--- src/rtl/led_pwm_pkg.sv ---
// Shared types and derived-constant helpers for the multi-channel LED PWM driver.
package led_pwm_pkg;

  typedef enum logic [1:0] {
    LED_OFF     = 2'd0,
    LED_ON      = 2'd1,
    LED_BLINK   = 2'd2,
    LED_BREATHE = 2'd3
  } led_mode_t;

  function automatic int unsigned calc_blink_max(input int unsigned clk_freq,
                                                 input int unsigned blink_freq);
    return clk_freq / blink_freq / 32'd2 - 32'd1;
  endfunction

  // The ramp divider never drops below one cycle per step.
  function automatic int unsigned calc_ramp_max(input int unsigned clk_freq,
                                                input int unsigned blink_freq,
                                                input int unsigned pwm_bits);
    int unsigned div_v;
    div_v = clk_freq / (blink_freq * 32'd2 * ((32'd1 << pwm_bits) - 32'd1));
    if (div_v < 32'd1) begin
      div_v = 32'd1;
    end else begin
      div_v = div_v;
    end
    return div_v - 32'd1;
  endfunction

  function automatic int unsigned cnt_width(input int unsigned max_val);
    return (max_val > 32'd0) ? $clog2(max_val + 32'd1) : 32'd1;
  endfunction

endpackage

--- src/rtl/led_pwm_ctrl_if.sv ---
// Configuration write bus from board-control logic into the LED PWM driver.
interface led_pwm_ctrl_if #(
  parameter int unsigned NUM_CH   = 3,
  parameter int unsigned PWM_BITS = 8
);
  localparam int unsigned CH_W = (NUM_CH > 32'd1) ? $clog2(NUM_CH) : 32'd1;

  logic                wr_en;
  logic [CH_W-1:0]     wr_ch;
  logic [1:0]          wr_mode;
  logic [PWM_BITS-1:0] wr_duty;

  modport master (output wr_en, output wr_ch, output wr_mode, output wr_duty);
  modport slave  (input  wr_en, input  wr_ch, input  wr_mode, input  wr_duty);
endinterface

--- src/rtl/led_pwm_channel.sv ---
// One LED channel: shadow/active config, effective-duty select, PWM compare
// and the polarity-corrected output flop.
module led_pwm_channel
  import led_pwm_pkg::*;
#(
  parameter int unsigned PWM_BITS = 8
) (
  input  logic                clk,
  input  logic                rst,
  input  logic                wr_stb,
  input  led_mode_t           wr_mode,
  input  logic [PWM_BITS-1:0] wr_duty,
  input  logic [PWM_BITS-1:0] pwm_cnt,
  input  logic                wrap,
  input  logic                blink_phase,
  input  logic [PWM_BITS-1:0] ramp,
  input  logic                active_low,
  output logic                led
);

  localparam logic [PWM_BITS-1:0] DUTY_FULL = {PWM_BITS{1'b1}};
  localparam logic [PWM_BITS-1:0] DUTY_ZERO = {PWM_BITS{1'b0}};

  led_mode_t           shadow_mode_r;
  logic [PWM_BITS-1:0] shadow_duty_r;
  led_mode_t           act_mode_r;
  logic [PWM_BITS-1:0] act_duty_r;
  logic [PWM_BITS-1:0] eff_duty_s;
  logic                lit_s;
  logic                led_r;

  // Shadow register captures every accepted write.
  always_ff @(posedge clk) begin
    if (rst) begin
      shadow_mode_r <= LED_OFF;
      shadow_duty_r <= DUTY_ZERO;
    end else if (wr_stb) begin
      shadow_mode_r <= wr_mode;
      shadow_duty_r <= wr_duty;
    end else begin
      shadow_mode_r <= shadow_mode_r;
      shadow_duty_r <= shadow_duty_r;
    end
  end

  // Active register updates only at the period boundary; a write landing on
  // that same edge bypasses the shadow so it is not delayed a whole period.
  always_ff @(posedge clk) begin
    if (rst) begin
      act_mode_r <= LED_OFF;
      act_duty_r <= DUTY_ZERO;
    end else if (wrap) begin
      if (wr_stb) begin
        act_mode_r <= wr_mode;
        act_duty_r <= wr_duty;
      end else begin
        act_mode_r <= shadow_mode_r;
        act_duty_r <= shadow_duty_r;
      end
    end else begin
      act_mode_r <= act_mode_r;
      act_duty_r <= act_duty_r;
    end
  end

  // Effective duty per mode, then the PWM compare.
  always_comb begin
    eff_duty_s = DUTY_ZERO;
    case (act_mode_r)
      LED_OFF:     eff_duty_s = DUTY_ZERO;
      LED_ON:      eff_duty_s = act_duty_r;
      LED_BLINK:   eff_duty_s = blink_phase ? act_duty_r : DUTY_ZERO;
      LED_BREATHE: eff_duty_s = ramp;
      default:     eff_duty_s = DUTY_ZERO;
    endcase
    lit_s = (eff_duty_s == DUTY_FULL) || (pwm_cnt < eff_duty_s);
  end

  // Registered pin with polarity applied.
  always_ff @(posedge clk) begin
    if (rst) begin
      led_r <= active_low;
    end else begin
      led_r <= lit_s ^ active_low;
    end
  end

  assign led = led_r;

endmodule

--- src/rtl/led_pwm_ctrl.sv ---
// Multi-channel LED driver: shared PWM counter, blink timebase and breathe ramp
// feeding NUM_CH independently configured channels.
module led_pwm_ctrl
  import led_pwm_pkg::*;
#(
  parameter int unsigned          CLK_FREQ   = 20000000,
  parameter int unsigned          BLINK_FREQ = 1,
  parameter int unsigned          NUM_CH     = 3,
  parameter int unsigned          PWM_BITS   = 8,
  parameter logic [NUM_CH-1:0]    ACTIVE_LOW = {NUM_CH{1'b0}}
) (
  input  logic              clk,
  input  logic              rst,
  led_pwm_ctrl_if.slave     bus,
  output logic [NUM_CH-1:0] led,
  output logic              blink_phase
);

  localparam int unsigned CH_W      = (NUM_CH > 32'd1) ? $clog2(NUM_CH) : 32'd1;
  localparam int unsigned BLINK_MAX = calc_blink_max(CLK_FREQ, BLINK_FREQ);
  localparam int unsigned RAMP_MAX  = calc_ramp_max(CLK_FREQ, BLINK_FREQ, PWM_BITS);
  localparam int unsigned BLINK_W   = cnt_width(BLINK_MAX);
  localparam int unsigned RAMP_W    = cnt_width(RAMP_MAX);

  localparam logic [PWM_BITS-1:0] DUTY_FULL = {PWM_BITS{1'b1}};
  localparam logic [PWM_BITS-1:0] DUTY_ZERO = {PWM_BITS{1'b0}};
  localparam logic [PWM_BITS-1:0] PWM_ONE   = PWM_BITS'(1'b1);
  localparam logic [BLINK_W-1:0]  BLINK_END = BLINK_W'(BLINK_MAX);
  localparam logic [BLINK_W-1:0]  BLINK_ONE = BLINK_W'(1'b1);
  localparam logic [RAMP_W-1:0]   RAMP_END  = RAMP_W'(RAMP_MAX);
  localparam logic [RAMP_W-1:0]   RAMP_ONE  = RAMP_W'(1'b1);

  logic [PWM_BITS-1:0] pwm_cnt_r;
  logic [BLINK_W-1:0]  blink_cnt_r;
  logic                blink_phase_r;
  logic [RAMP_W-1:0]   ramp_div_r;
  logic [PWM_BITS-1:0] ramp_r;
  logic                ramp_up_r;
  logic                wrap_s;
  logic                ramp_step_s;
  logic [PWM_BITS-1:0] ramp_next_s;
  logic [NUM_CH-1:0]   wr_sel_s;

  assign wrap_s = (pwm_cnt_r == DUTY_FULL);

  // Free-running PWM period counter.
  always_ff @(posedge clk) begin
    if (rst) begin
      pwm_cnt_r <= DUTY_ZERO;
    end else begin
      pwm_cnt_r <= pwm_cnt_r + PWM_ONE;
    end
  end

  // Blink half-period timebase.
  always_ff @(posedge clk) begin
    if (rst) begin
      blink_cnt_r   <= {BLINK_W{1'b0}};
      blink_phase_r <= 1'b0;
    end else if (blink_cnt_r == BLINK_END) begin
      blink_cnt_r   <= {BLINK_W{1'b0}};
      blink_phase_r <= ~blink_phase_r;
    end else begin
      blink_cnt_r   <= blink_cnt_r + BLINK_ONE;
      blink_phase_r <= blink_phase_r;
    end
  end

  // Next breathe ramp value in the current direction.
  always_comb begin
    ramp_step_s = (ramp_div_r == RAMP_END);
    if (ramp_up_r) begin
      ramp_next_s = ramp_r + PWM_ONE;
    end else begin
      ramp_next_s = ramp_r - PWM_ONE;
    end
  end

  // Shared triangle ramp; direction flips on reaching either end value.
  always_ff @(posedge clk) begin
    if (rst) begin
      ramp_div_r <= {RAMP_W{1'b0}};
      ramp_r     <= DUTY_ZERO;
      ramp_up_r  <= 1'b1;
    end else if (ramp_step_s) begin
      ramp_div_r <= {RAMP_W{1'b0}};
      ramp_r     <= ramp_next_s;
      if (ramp_next_s == DUTY_FULL) begin
        ramp_up_r <= 1'b0;
      end else if (ramp_next_s == DUTY_ZERO) begin
        ramp_up_r <= 1'b1;
      end else begin
        ramp_up_r <= ramp_up_r;
      end
    end else begin
      ramp_div_r <= ramp_div_r + RAMP_ONE;
      ramp_r     <= ramp_r;
      ramp_up_r  <= ramp_up_r;
    end
  end

  // Channel select; out-of-range channel numbers match nothing.
  always_comb begin
    wr_sel_s = {NUM_CH{1'b0}};
    for (int i = 0; i < int'(NUM_CH); i++) begin
      if (bus.wr_en && (bus.wr_ch == CH_W'(i))) begin
        wr_sel_s[i] = 1'b1;
      end else begin
        wr_sel_s[i] = 1'b0;
      end
    end
  end

  for (genvar g = 0; g < int'(NUM_CH); g++) begin : g_ch
    led_pwm_channel #(
      .PWM_BITS (PWM_BITS)
    ) u_ch (
      .clk         (clk),
      .rst         (rst),
      .wr_stb      (wr_sel_s[g]),
      .wr_mode     (led_mode_t'(bus.wr_mode)),
      .wr_duty     (bus.wr_duty),
      .pwm_cnt     (pwm_cnt_r),
      .wrap        (wrap_s),
      .blink_phase (blink_phase_r),
      .ramp        (ramp_r),
      .active_low  (ACTIVE_LOW[g]),
      .led         (led[g])
    );
  end

  assign blink_phase = blink_phase_r;

endmodule

--- src/flat_wrapper.sv ---
// flat-port wrapper written by rule: the top's interface ports become plain ports
module led_pwm_ctrl_flat import led_pwm_pkg::*;
#(
  parameter int unsigned          CLK_FREQ   = 20000000,
  parameter int unsigned          BLINK_FREQ = 1,
  parameter int unsigned          NUM_CH     = 3,
  parameter int unsigned          PWM_BITS   = 8,
  parameter logic [NUM_CH-1:0]    ACTIVE_LOW = {NUM_CH{1'b0}}
)
  (clk, rst, led, blink_phase, bus_wr_en, bus_wr_ch, bus_wr_mode, bus_wr_duty);
  led_pwm_ctrl_if #(.NUM_CH(NUM_CH), .PWM_BITS(PWM_BITS)) bus_i ();
  input  logic clk;
  input  logic rst;
  output logic [NUM_CH-1:0] led;
  output logic blink_phase;
  input wire logic [$bits(bus_i.wr_en)-1:0] bus_wr_en;
  input wire logic [$bits(bus_i.wr_ch)-1:0] bus_wr_ch;
  input wire logic [$bits(bus_i.wr_mode)-1:0] bus_wr_mode;
  input wire logic [$bits(bus_i.wr_duty)-1:0] bus_wr_duty;
  assign bus_i.wr_en = bus_wr_en;
  assign bus_i.wr_ch = bus_wr_ch;
  assign bus_i.wr_mode = bus_wr_mode;
  assign bus_i.wr_duty = bus_wr_duty;
  led_pwm_ctrl #(.CLK_FREQ(CLK_FREQ), .BLINK_FREQ(BLINK_FREQ), .NUM_CH(NUM_CH), .PWM_BITS(PWM_BITS), .ACTIVE_LOW(ACTIVE_LOW)) u_core (.clk(clk), .rst(rst), .bus(bus_i), .led(led), .blink_phase(blink_phase));
endmodule
--- config.mk ---
export PLATFORM = sky130hd
export DESIGN_NAME = led_pwm_ctrl_flat
export DESIGN_NICKNAME = d
export VERILOG_FILES = /design/src/rtl/led_pwm_pkg.sv /design/src/rtl/led_pwm_ctrl_if.sv /design/src/rtl/led_pwm_channel.sv /design/src/rtl/led_pwm_ctrl.sv /design/src/flat_wrapper.sv
export SDC_FILE = /design/constraint.sdc
export NUM_CORES = 1
export LEC_CHECK = 0
export CAP_MARGIN = 20
export CORE_ASPECT_RATIO = 0.5
export CORE_MARGIN = 2
export CORE_UTILIZATION = 41
export CTS_BUF_LIST = sky130_fd_sc_hd__clkbuf_4 sky130_fd_sc_hd__clkbuf_8 sky130_fd_sc_hd__clkbuf_16
export DETAILED_ROUTE_END_ITERATION = 8
export PLACE_DENSITY_LB_ADDON = 0.1
export SKIP_LAST_GASP = 1
export SLEW_MARGIN = 0
export SYNTH_ARGS = -nofsm -noshare
export SYNTH_HDL_FRONTEND = slang
export SYNTH_SLANG_ARGS = --single-unit
export TNS_END_PERCENT = 5
--- constraint.sdc ---
create_clock -name clk -period 6.83 [get_ports clk]
set_input_delay 2.049 -clock clk [delete_from_list [all_inputs] [get_ports clk]]
set_output_delay 2.049 -clock clk [all_outputs]
set_load 0.05 [all_outputs]
==> impl_metrics.toml, run 1 <==
[run_status]
outcome = "finished, final reports clean"

[synth]
netlist_instances = 644
ys_top_cells_by_area = "dfxtp_1 (41%), nor2_1 (7.7%), ha_1 (7.0%)"
ys_ff_latch = 121
ys_seq_area_frac = 0.4127
syn_area_per_cell_um2 = 9.114
synth_top_area_share = 0.4127
ys.flop_type = "dfxtp_1"
synthTopCellsByCount = "dfxtp_1 (121), nor2_1 (121), mux2i_1 (35), a211oi_1 (34), ha_1 (33)"
syn-num-nets = 693
synth_area_leader_cell = "dfxtp_1"
ys_warn_count = 0
ys_types = 52
synth-async-reset-ratio = 0
synth-edff-count = 0
syn-cell-area_mm2 = 0.005869

[floorplan]
ios = 19
die_area_mm2 = 0.01535
dieWidth_um = 173.2
core_area_mm2 = 0.01378
rows = 30
die_h_um = 88.61
start_util = 0.4261

[min_path]
whs_path_depth = 1
hp-start = "u_core.blink_cnt_r[0]"
min_path_type = "reg2reg"
hold_path_end = "u_core.blink_cnt_r[0]"

[worst_setup_path]
crit_arrival_ns = 1.89
path_class = "reg2out"
worstSetupStartpointType = "register"
critPathBufInv = 1
max_stage_delay_ns = 0.89
rr_worst_depth = 8
endpoint_kind = "output pin"
cp_max_fo = 8
rr_endpoint = "u_core.g_ch[2].u_ch.led"
r2r-start = "u_core.g_ch[2].u_ch.act_mode_r[0]"
cp_cell_sequence = "clkdlybuf4s50_1"
crit_family = "buffers and inverters"
reg2reg_slack_ns = 4.39
critPathRequiredTime_ns = 4.78
cp_slowest_cell = "clkdlybuf4s50_1"

[timing]
post-route-min-period_ns = 3.939
drv_slew = 0
rsz0062_at_grt = "false"
period_share = 0.5768
worst_slew_pin_slew_ns = 0.9253
setup-violations-final = 0
setup_tns_ns = 0
worst_clock_skew_ns = 0.009801
hold_violations = 0
relSlewSlack = 0.3831
fmax_mhz = 253.8

[route]
first_pass_iters = 4
drtIter0Drc = 215
wire_per_inst_um = 15.00
drtAntennaViolNets = 0
avgViaCountPerCell = 5.236
vias = 4466
drc_errors = 0
routed_wl_um = 12790

[power]
power.leakage_nw = 2.548
p_total_w = 0.001718
p_per_area_mw_per_mm2 = 253.8
ir_drop_v = 0.0001510

[placement]
io_buffers = 18
place_congestion = 0.8100
dp_hpwl_um = 8810
placed_area_mm2 = 0.006148

[layout]
drive_gt1_frac = 0.07564
area_growth_pct = 15.33
fin_util = 0.4914
fin_area_mm2 = 0.006769
antennaDiodeCount = 0
nets = 697

[global_routing]
grt_pass1_wl_um = 20780
overflow = 0
grt_max_degree = 61
antenna_found_initial = 0
track_usage = 0.1754
grt_pass1_vias = 4022

[clocking]
cts-hold-fix-buffers = 0
post_cts_resized = 0
htree_levels = 4
clock-sinks = 121
cts_tree = "done"
post_cts_buffers = 0
cts_made_buffers = 17
cts_root_buf = "clkbuf_16"
clk_path_buf_depth = 2
clk-insertion-delay-late_ns = 0.42
clk_pin_slew_ns = 0.05

[job]
maxCapViolCount = 0
## report_power, final
part | total (W) | switching (W) | internal, W | leakage [nW]
Sequential | 0.000727 | 0.00000828 | 0.000718 | 0.979
Clock | 0.000920 | 0.000334 | 0.000585 | 0.299
Combinational | 0.0000716 | 0.0000421 | 0.0000295 | 1.27
## cells by family after synthesis
family,after synthesis,synth area share
AND/OR/NAND/NOR,237,0.1959
flip-flops,121,0.4127
AO/OA/AOI/OAI,118,0.1437
buffers and inverters,51,0.03986
XOR/XNOR,46,0.06864
multiplexers,37,0.06544
adder cells (fa/ha/maj),34,0.07376
## metrics by stage
step                      cells  hold WS [ns]  setup slack [ns]
after global routing        853        0.4827             2.822
after floorplan             644        0.4256             3.762
final                       853        0.4567             2.891
after detailed placement    820        0.4482             2.788
after CTS                   852        0.4609             2.876
after global placement      820        0.4403             2.817
## state kept, by name, summed over array words and instances, names as in the netlist
name,flops
u_core.g_ch.u_ch.act_duty_r,24
u_core.pwm_cnt_r,8
u_core.blink_phase,1
u_core.g_ch.u_ch.act_mode_r,6
u_core.blink_cnt_r,24
u_core.g_ch.u_ch.shadow_mode_r,6
u_core.ramp_r,8
u_core.ramp_up_r,1
u_core.g_ch.u_ch.shadow_duty_r,24
u_core.ramp_div_r,16
u_core.g_ch.u_ch.led,3
## routing by layer
| layer | wire length (um) | global-route usage |
|---|---|---|
| met1 | 6726 | 0.2319 |
| met2 | 5566 | 0.2818 |
| met3 | 364 | 0.04210 |
| met4 | 133 | 0.06934 |
| met5 | 0 | 0 |
## cell type report
type	instances	area, um2
fill	1298	7007
multi-input combinational	472	3232
sequential	121	2422
clock buffer	19	440.4
tap	192	240.2
timing repair buffer	23	216.5
clock inverter	13	168.9
inverter	13	48.80
## cells in the final DEF, fill, tap and decap left out, types with 3 or more instances in the layout
| cell type | Yosys | final |
|---|---|---|
| nor4b_1 | 3 | 3 |
| a21oi_1 | 17 | 17 |
| nor4_1 | 5 | 4 |
| ha_1 | 33 | 33 |
| or2_2 | 3 | 3 |
| nand3b_1 | 7 | 7 |
| clkbuf_16 | 0 | 17 |
| mux2i_1 | 35 | 35 |
| clkinv_4 | 0 | 4 |
| inv_1 | 13 | 13 |
| nor2b_1 | 3 | 3 |
| dfxtp_1 | 121 | 121 |
| bufinv_16 | 0 | 3 |
| nor2_1 | 121 | 120 |
| nand2_1 | 23 | 23 |
| and2_1 | 4 | 4 |
| or3_1 | 5 | 5 |
| and3_1 | 8 | 8 |
| a22oi_1 | 20 | 20 |
| and4_1 | 3 | 3 |
| a32o_1 | 3 | 3 |
| nand4b_1 | 5 | 5 |
| o21bai_1 | 3 | 3 |
| a31oi_1 | 3 | 3 |
| xnor2_1 | 16 | 16 |
| nand3_1 | 22 | 22 |
| a32oi_1 | 7 | 7 |
| nand4_1 | 11 | 11 |
| xor2_1 | 30 | 30 |
| o21ai_0 | 13 | 13 |
| a211oi_1 | 34 | 34 |
| buf_4 | 5 | 4 |
| inv_6 | 0 | 3 |
| nor3_1 | 6 | 6 |
| clkdlybuf4s50_1 | 0 | 17 |
| a21o_1 | 10 | 10 |
## worst max-delay path by stage
stage | endpoint | slack (ns) | cells past startpoint | from
detailed placement | u_core.g_ch[0].u_ch.act_duty_r[7] | 2.79 | 4 | bus_wr_en
global placement | u_core.blink_cnt_r[4] | 2.82 | 4 | rst
finish | blink_phase | 2.89 | 1 | u_core.blink_phase
floorplan | u_core.g_ch[1].u_ch.act_duty_r[7] | 3.76 | 4 | bus_wr_ch[1]
CTS | blink_phase | 2.88 | 1 | u_core.blink_phase
global route | blink_phase | 2.82 | 1 | u_core.blink_phase
(Power assumes the default switching activity.)
==> inputs of run 2 (changes only) <==
==> constraint.sdc (replaced) <==
create_clock -name clk -period 3.4 [get_ports clk]
set_input_delay 1.02 -clock clk [delete_from_list [all_inputs] [get_ports clk]]
set_output_delay 1.02 -clock clk [all_outputs]
set_load 0.05 [all_outputs]
==> run 2 against run 1 <==
Die area is the same. Register-to-register slack lost 3.5 ns. Highest routed layer unchanged. Count of clock-buffer cells in the layout shrank 1. Total power grew 100%. Critical endpoint unchanged. Setup slack lost 2.4 ns. Global-route usage grew 0.58 points. Combinational power grew 110%. Wire length shrank 0.10%. Critical path depth is the same. Critical path type unchanged. Sequential share of layout area shrank 0.13 points. Via count is essentially flat.
==> impl_metrics.toml, run 2 (synthesis gave the netlist of run 1 again) <==
[placement]
place_congestion = 0.8413
io_buffers = 18
placed_area_mm2 = 0.006198
dpl.cell_count = 825
dp_hpwl_um = 8990

[layout]
top_regs = "u_core.blink_cnt_r x24, u_core.g_ch.u_ch.act_duty_r x24, u_core.g_ch.u_ch.shadow_duty_r x24"
antennaDiodeCount = 0
final_cells = 857
final_cell_mix = "dfxtp_1 (121), nor2_1 (120), mux2i_1 (35)"
multi_input_area_mm2 = 0.003232
nFillCells = 1302
final_common_cell = "dfxtp_1"
fin_util = 0.4931
drive_gt1_frac = 0.08120
nets = 701
regArea_mm2 = 0.002422
fin_area_mm2 = 0.006793
area_growth_pct = 15.73

[power]
cellInternalPower_w = 0.002609
switching_power_w = 0.0008202
p_per_area_mw_per_mm2 = 504.9
power_frac_seq = 0.425
combPwrFrac = 0.043
sw_frac_of_total = 0.2391
ir_drop_v = 0.0003219
power.leakage_nw = 2.560
clockPowerShare = 0.532

[clocking]
htree_levels = 4
post_cts_resized = 0
cts_tree = "done"
cts-hold-fix-buffers = 0
clk_pin_slew_ns = 0.06
post_cts_buffers = 0
clock-sinks = 121
clk-insertion-delay-late_ns = 0.42
clk_path_buf_depth = 2
cts_root_buf = "clkbuf_16"
cts_made_buffers = 17

[route]
first_pass_iters = 4
drc_errors = 0
wire_per_inst_um = 14.91
vias = 4463
routed_wl_um = 12780
avgViaCountPerCell = 5.208
drtAntennaViolNets = 0
drtIter0Drc = 223

[global_routing]
antenna_found_initial = 0
grt_pass1_wl_um = 21670
grt_max_degree = 39
track_usage = 0.1813
overflow = 0
grt_pass1_vias = 4191

[worst_setup_path]
crit_family = "buffers and inverters"
critPathBufInv = 1
path_class = "reg2out"
cp_cell_sequence = "clkdlybuf4s50_1"
reg2reg_slack_ns = 0.93
rr_worst_depth = 9
critPathRequiredTime_ns = 2.38
cp_max_fo = 8
max_stage_delay_ns = 0.89
r2r-start = "u_core.blink_phase"
endpoint_kind = "output pin"
rr_endpoint = "u_core.g_ch[2].u_ch.led"
worstSetupStartpointType = "register"
crit_arrival_ns = 1.86
crit_cells = 1
cp_slowest_cell = "clkdlybuf4s50_1"

[timing]
post-route-min-period_ns = 2.885
hold_violations = 0
worst_slew_pin_slew_ns = 0.5918
setup_tns_ns = 0
period_share = 0.8484
fmax_mhz = 346.7
relSlewSlack = 0.6054
drv_slew = 0
setup-violations-final = 0
rsz0062_at_grt = "false"
worst_clock_skew_ns = 0.008433

[min_path]
hp-start = "u_core.ramp_div_r[0]"
whs_path_depth = 1
hold_path_end = "u_core.ramp_div_r[0]"
min_path_type = "reg2reg"

[floorplan]
ios = 19
dieWidth_um = 173.2
core_area_mm2 = 0.01378
rows = 30
die_area_mm2 = 0.01535
start_util = 0.4261
die_h_um = 88.61

[run_status]
outcome = "finished, final reports clean"

[job]
maxCapViolCount = 0
run 2: cell count changes in the layout (fill, tap and decap cells not counted):
cell,previous run,this run
buf_4,4,8
inv_6,3,6
clkbuf_4,2,1
inv_8,0,1
clkinvlp_4,1,2
clkinv_4,4,2
buf_12,0,1
clkinv_2,2,1
buf_6,1,0
bufinv_16,3,2
run 2: per-layer routing:
metal / part of all wire / vias up / global-route usage
met5: 0 / - / 0
met4: 0.0074 / 0 / 0.05316
met3: 0.035 / 12 / 0.05326
met2: 0.42 / 44 / 0.2778
met1: 0.53 / 2081 / 0.2499
li1: - / 2326 / -
run 2: power by group through the flow:
stage                     registers (W)  clock network, W  logic, W
after global placement          0.00149                 0  0.000147
after detailed placement        0.00149                 0  0.000150
final                           0.00146           0.00182  0.000148
after floorplan                 0.00148                 0  0.000103
after global routing            0.00146           0.00194  0.000166
after CTS                       0.00146           0.00187  0.000150
run 2: final cells by class:
cell class              instances  area share
flip-flops and latches        121      0.3566
clock inverters                14     0.02376
repair buffers                 27     0.03758
clock buffers                  18     0.06373
multi-input cells             472      0.4758
well taps                     192     0.03537
inverters                      13    0.007184
run 2: worst max-delay path by stage:
stage	endpoint	startpoint	slack (ns)
after floorplan	u_core.g_ch[1].u_ch.led	u_core.blink_phase	0.97
after global placement	u_core.g_ch[2].u_ch.act_duty_r[4]	bus_wr_ch[0]	0.89
after detailed placement	u_core.g_ch[2].u_ch.act_duty_r[6]	bus_wr_ch[0]	0.84
after CTS	blink_phase	u_core.blink_phase	0.48
after global routing	blink_phase	u_core.blink_phase	0.46
final	blink_phase	u_core.blink_phase	0.52
run 2: metrics by stage:
stage / hold slack (ns) / setup slack (ns) / total power, W
floorplan: 0.4256 / 0.9689 / 0.001588
global placement: 0.4412 / 0.8892 / 0.001636
detailed placement: 0.4551 / 0.8394 / 0.001639
CTS: 0.4688 / 0.4821 / 0.003478
global route: 0.4879 / 0.4599 / 0.003566
finish: 0.4594 / 0.5153 / 0.003430
